$ cat config.mk
export PLATFORM = sky130hd
export DESIGN_NAME = pwr_seq_ctrl
export DESIGN_NICKNAME = d
export VERILOG_FILES = /design/src/rtl/pwr_seq_ctrl.sv
export SDC_FILE = /design/constraint.sdc
export NUM_CORES = 1
export LEC_CHECK = 0
export BUFFER_PORTS_ARGS = -buffer_cell sky130_fd_sc_hd__buf_2
export CAP_MARGIN = 25
export CELL_PAD_IN_SITES_DETAIL_PLACEMENT = 1
export CELL_PAD_IN_SITES_GLOBAL_PLACEMENT = 1
export CORE_UTILIZATION = 45
export CTS_CLUSTER_DIAMETER = 60
export DETAILED_ROUTE_END_ITERATION = 10
export HOLD_SLACK_MARGIN = 0.08
export PLACE_DENSITY = 0.84
export SYNTH_ARGS = -nofsm -noshare
export SYNTH_HDL_FRONTEND = slang
export SYNTH_SLANG_ARGS = --single-unit
$ cat constraint.sdc
create_clock -name clk -period 3.81 [get_ports clk]
set_input_delay 0.1905 -clock clk [delete_from_list [all_inputs] [get_ports clk]]
set_output_delay 0.1905 -clock clk [all_outputs]
set_load 0.03 [all_outputs]
$ cat src/rtl/pwr_seq_ctrl.sv
// rtl/pwr_seq_ctrl.sv - converter power-up / fault / bypass sequencing controller
module pwr_seq_ctrl #(
    parameter int CHK_CYC  = 8000,
    parameter int RST_CYC  = 400,
    parameter int XFER_CYC = 4000,
    parameter int WDT_CYC  = 40000
) (
    input  logic       clk,
    input  logic       rstn,
    input  logic       start,
    input  logic       stop,
    input  logic       rst,
    input  logic       bypass_cmd,
    input  logic       recv_done,
    input  logic [4:0] fault,
    output logic       pwm_en,
    output logic       chkflt,
    output logic       chkflt_over,
    output logic [3:0] igbt_rst,
    output logic       lockn,
    output logic       bypass_on,
    output logic [5:0] fault_code,
    output logic [2:0] state
);

    typedef enum logic [2:0] {
        S_IDLE   = 3'd0,
        S_CHECK  = 3'd1,
        S_RUN    = 3'd2,
        S_XFER   = 3'd3,
        S_BYPASS = 3'd4,
        S_FAULT  = 3'd5,
        S_RSTP   = 3'd6
    } state_t;

    localparam logic [15:0] CHK_END  = 16'(CHK_CYC - 1);
    localparam logic [15:0] RST_END  = 16'(RST_CYC - 1);
    localparam logic [15:0] XFER_END = 16'(XFER_CYC - 1);
    localparam logic [15:0] WDT_LIM  = 16'(WDT_CYC);

    state_t      state_q, state_d;
    logic [4:0]  fsync_s1, fsync;
    logic [15:0] phase_cnt, wdt_cnt;
    logic        wdt_trip, bypass_q, bypass_rise, flt_any;
    logic        pwm_en_d, chkflt_d, chkflt_over_d, lockn_d, bypass_on_d;
    logic [3:0]  igbt_rst_d;

    assign bypass_rise = bypass_cmd & ~bypass_q;
    assign flt_any     = (|fsync) | wdt_trip;
    assign state       = state_q;

    always_ff @(posedge clk or negedge rstn) begin
        if (!rstn) begin
            fsync_s1 <= '0;
            fsync    <= '0;
            bypass_q <= 1'b0;
            wdt_cnt  <= '0;
            wdt_trip <= 1'b0;
        end else begin
            fsync_s1 <= fault;
            fsync    <= fsync_s1;
            bypass_q <= bypass_cmd;
            // Counter stops at the limit; the trip flag then holds until the next frame.
            if (recv_done) begin
                wdt_cnt  <= '0;
                wdt_trip <= 1'b0;
            end else if (wdt_cnt != WDT_LIM) begin
                wdt_cnt  <= wdt_cnt + 16'd1;
                wdt_trip <= (wdt_cnt == WDT_LIM - 16'd1);
            end
        end
    end

    always_comb begin
        state_d = state_q;
        unique case (state_q)
            S_IDLE:   if (start && !stop && !flt_any) state_d = S_CHECK;
            S_CHECK:  if (flt_any) state_d = S_FAULT;
                      else if (phase_cnt == CHK_END) state_d = S_RUN;
            S_RUN:    if (flt_any) state_d = S_FAULT;
                      else if (stop) state_d = S_IDLE;
                      else if (bypass_rise) state_d = S_XFER;
            S_XFER:   if (flt_any) state_d = S_FAULT;
                      else if (phase_cnt == XFER_END) state_d = S_BYPASS;
            S_BYPASS: if (!bypass_cmd || stop) state_d = S_IDLE;
            S_FAULT:  if (rst && fsync == 5'd0) state_d = S_RSTP;
            S_RSTP:   if (phase_cnt == RST_END) state_d = S_IDLE;
            default:  state_d = S_IDLE;
        endcase

        // Outputs are derived from the next state so they register together with it.
        pwm_en_d      = (state_d == S_RUN);
        chkflt_d      = (state_d == S_CHECK);
        chkflt_over_d = (state_q == S_CHECK) && (state_d == S_RUN);
        igbt_rst_d    = {4{state_d == S_RSTP}};
        lockn_d       = !((state_d == S_FAULT) || (state_d == S_RSTP));
        bypass_on_d   = (state_d == S_BYPASS);
    end

    always_ff @(posedge clk or negedge rstn) begin
        if (!rstn) begin
            state_q     <= S_IDLE;
            phase_cnt   <= '0;
            pwm_en      <= 1'b0;
            chkflt      <= 1'b0;
            chkflt_over <= 1'b0;
            igbt_rst    <= 4'h0;
            lockn       <= 1'b1;
            bypass_on   <= 1'b0;
            fault_code  <= 6'h00;
        end else begin
            state_q     <= state_d;
            pwm_en      <= pwm_en_d;
            chkflt      <= chkflt_d;
            chkflt_over <= chkflt_over_d;
            igbt_rst    <= igbt_rst_d;
            lockn       <= lockn_d;
            bypass_on   <= bypass_on_d;
            if (state_d != state_q)
                phase_cnt <= '0;
            else if (phase_cnt != 16'hFFFF)
                phase_cnt <= phase_cnt + 16'd1;
            if (state_q != S_FAULT && state_d == S_FAULT)
                fault_code <= {wdt_trip, fsync};
            else if (state_d == S_IDLE)
                fault_code <= 6'h00;
        end
    end

endmodule

==> results <==
- The headroom to the max-slew limit is 0.492.
- The CTS tree is done.
- Of the available clock period, the critical path in the final layout requires 0.773.
- Summed over all instances, the cell type with the most area after synthesis is sky130_fd_sc_hd__dfrtp_1.
- The worst-margin pin slew is 759 ps.
- The most used flip-flop cell after synthesis is sky130_fd_sc_hd__dfrtp_1.
- The clock network latency to the later pin of the worst-skew pair is 340 ps.
- The number of different library cells in the post-synthesis netlist is 50.
- Clock tree synthesis selected as its root buffer the cell sky130_fd_sc_hd__clkbuf_8.
- Setup violations remaining at the end of the flow were counted as 0.
- The average via count per standard cell is 5.86.
- The count of state elements after synthesis is 59.
- The number of global-route vias before repair is 2,550.
- The count of pins over their slew limit is 0.
- The share of synthesized area in the top cell type comes to 0.479.
- The clock net in this run drives a total of 59 sinks.
- The path class of the tightest hold or removal check is primary input to flip-flop.
- The die covers 0.00707 mm².
- The number of top-level design ports is 30.
- For this run, the number of Yosys warnings is 0.
- The endpoint kind of the worst setup timing path is a flip-flop.
- The max-capacitance violation count is 0.
- Across the VDD grid, the largest voltage drop is 0.275 mV.
- The detailed router's first-iteration violation count is 79.
- The final reports fail on DRC.
- The number of H-tree branching levels is 3.
- After the last flow step, the layout net total stands at 347.
- The cell area that synthesis handed to floorplanning was 0.00303 mm².
- The critical path class is flip-flop to flip-flop.
- The final hold slack is 217 ps.
- Setup repair after global routing left no endpoint under its margin.
- The relative area change from synthesis to final layout is 15.6%.
- The maximum number of pins on one net before global-route repair is 32.
- The floorplan step set the die width to 84.1 µm.
- In this run, synthesis inferred 0 flip-flops with an integrated enable.
- The routability-driven placement congestion ratio is 0.856.
- The clock period could shrink to 2950 ps.
- For this design the ratio of total power to cell area is 573 mW/mm².
- The overall overflow remaining after global route is 0.
- The number of nets in the synthesized netlist is 309.
- The initial antenna violation count came to 0.
- Sorting the synthesized cells by how often they occur yields sky130_fd_sc_hd__dfrtp_1 (58), sky130_fd_sc_hd__nor2_1 (24), sky130_fd_sc_hd__nand2_1 (21).
- After synthesis, the share of flip-flops with an asynchronous set or reset is 1.00.
- The worst clock skew on the final layout is 8.63 ps.
- The routed design has 7310 µm of wire.
- The data required time at the worst endpoint is 4060 ps.
- The routed wirelength normalized by instance count is 17.7 µm.
- Detailed routing inserted a total of 2,420 vias.
- After clock tree synthesis, the clock-pin slew on the worst setup and hold paths is 70 ps.
- The share of synthesized area occupied by flip-flops and latches is 0.488.
- Synthesis produced 294 cells.
- After routing the design area is 0.00350 mm².
- The hold violation total from the final report is 0.
- The most frequent cell after synthesis is sky130_fd_sc_hd__dfrtp_1.
- Summed over all nets, the half-perimeter wirelength after detailed placement is 5060 µm.
- In this run the cell area measured after placement is 0.00324 mm².
- In this run, CTS created clock tree buffers numbering 9.
- Adding up every negative setup slack in the final design gives 0 ps.
- Measured along the y axis, the die boundary spans 84.1 µm.
- STA classifies the critical path startpoint as a flip-flop.
- Of the cells placed in the final design, the portion with a size suffix greater than 1 is 0.176.
- In this run the worst path has a maximum fanout of 11.
- The core area is 0.00642 mm².
- The first-pass detailed-route iteration total is 7.
- Once detail routing completed, the nets flagged for antenna violations numbered 0.
- The peak clock frequency supported by timing is 340 MHz.
- For this configuration, the core starts out at a cell density of 0.472.
- The leakage dissipation is 0.00153 µW.
- Ranked by total cell area, the synthesized netlist is headed by sky130_fd_sc_hd__dfrtp_1 (48%), sky130_fd_sc_hd__xor2_1 (3.2%), sky130_fd_sc_hd__mux2i_1 (3.0%).
- For this run, the total global-route usage over all layers was measured as 0.231.
- During placement, the flow inserted port buffers numbering 29.
- The flow ran to the end, but the final reports show violations.
- The residual DRC count is 6.
- The first global-routing pass estimated 12,600 µm of wire.
- The arrival time of data at the critical path endpoint is 3190 ps.
- The layout has 710 filler cells.
- The average footprint of a synthesized cell is 10.3 µm².
- The number of antenna cells inserted is 0.
- After floorplanning, the core was divided into 29 placement rows.
- The maximum clock insertion buffer count is 2.
- The number of gates given a new drive strength after cts is 0.
-- layer usage --
| metal | GRT usage | part of all wire |
|---|---|---|
| met5 | 0 | 0 |
| met4 | 0.0987 | 0.016 |
| met3 | 0.0455 | 0.029 |
| met2 | 0.394 | 0.51 |
| met1 | 0.284 | 0.44 |
-- path summary, 6_finish.rpt --
check | to | cells after the start | start | slack, ps
setup / recovery | fault_code[4] | 7 | phase_cnt[0] | 860
hold / removal | igbt_rst[0] | 3 | rst | 220
setup reg to reg | fault_code[4] | 7 | phase_cnt[0] | 860
hold reg to reg | fsync[3] | 0 | fsync_s1[3] | 350
max in group asynchronous | wdt_cnt[8] | 3 | rstn | 2550
min in group asynchronous | chkflt | 2 | rstn | 410
-- worst max-delay path: stages, from the launching register on --
cell	delay, ps
sky130_fd_sc_hd__dfrtp_1	400
sky130_fd_sc_hd__ha_1	220
sky130_fd_sc_hd__nand3_1	320
sky130_fd_sc_hd__or4_1	640
sky130_fd_sc_hd__o211ai_1	290
sky130_fd_sc_hd__a21boi_1	530
sky130_fd_sc_hd__a21bo_2	310
sky130_fd_sc_hd__o2bb2ai_1	150
-- registers in the layout (all words and copies together) (netlist names), 3 cells and up --
name and flops:
fault_code 6, fsync 5, wdt_cnt 16, fsync_s1 5, phase_cnt 16, state 3
-- kinds of logic after synthesis --
kind of cell,count (synthesis),share of synthesized area
muxes,9,0.0297
AOI/OAI and AO/OA,43,0.105
and+or+nand+nor,133,0.264
buffers and inverters,26,0.0384
adders and majority gates,3,0.0124
xor gates and xnor gates,21,0.0632
DFF,59,0.488
-- layout make-up --
type | instances | area, µm² | area share
Clock buffer | 13 | 159 | 0.0454
Clock inverter | 2 | 35.0 | 0.0100
Inverter | 12 | 45.0 | 0.0129
Multi-Input combinational cell | 209 | 1440 | 0.410
Sequential cell | 59 | 1480 | 0.422
Tap cell | 77 | 96.3 | 0.0275
Timing Repair Buffer | 41 | 253 | 0.0722
-- metrics by stage --
step                      worst slack, ps  utilization  std cells  total power [µW]
after detailed placement              885        0.504        391              1440
after global placement               1050        0.503        390              1400
final                                 865        0.545        413              2010
after floorplan                      1150            -        294              1240
after CTS                             837        0.545        413              2030
after global routing                  657        0.545        413              2110
-- cell usage in the layout, fill, tap and decap left out, types with 5 or more instances in the layout --
cell and instances:
sky130_fd_sc_hd__mux2i_1 9, sky130_fd_sc_hd__nor4b_1 6, sky130_fd_sc_hd__o2bb2ai_1 7, sky130_fd_sc_hd__clkbuf_8 11, sky130_fd_sc_hd__buf_2 29, sky130_fd_sc_hd__dlygate4sd3_1 7, sky130_fd_sc_hd__xnor2_1 9, sky130_fd_sc_hd__o211ai_1 7
sky130_fd_sc_hd__nand4_1 10, sky130_fd_sc_hd__buf_4 5, sky130_fd_sc_hd__xor2_1 11, sky130_fd_sc_hd__nand3_1 14, sky130_fd_sc_hd__nor3_1 16, sky130_fd_sc_hd__dfrtp_1 58, sky130_fd_sc_hd__nand2_1 21, sky130_fd_sc_hd__inv_1 12
sky130_fd_sc_hd__nor4_1 8, sky130_fd_sc_hd__nor2_1 24, sky130_fd_sc_hd__o21ai_0 8, sky130_fd_sc_hd__a21oi_1 8
-- where the power goes --
group          internal [µW]  switching, µW
Sequential               699           76.4
Clock                    334            237
Combinational            226            434
Total                   1260            748
-- repair_timing --
action                    CTS  global route
hold endpoints to repair   33             0
hold buffers                7             0
setup buffers               0             0
No activity file was read; power rests on OpenSTA's default activity.
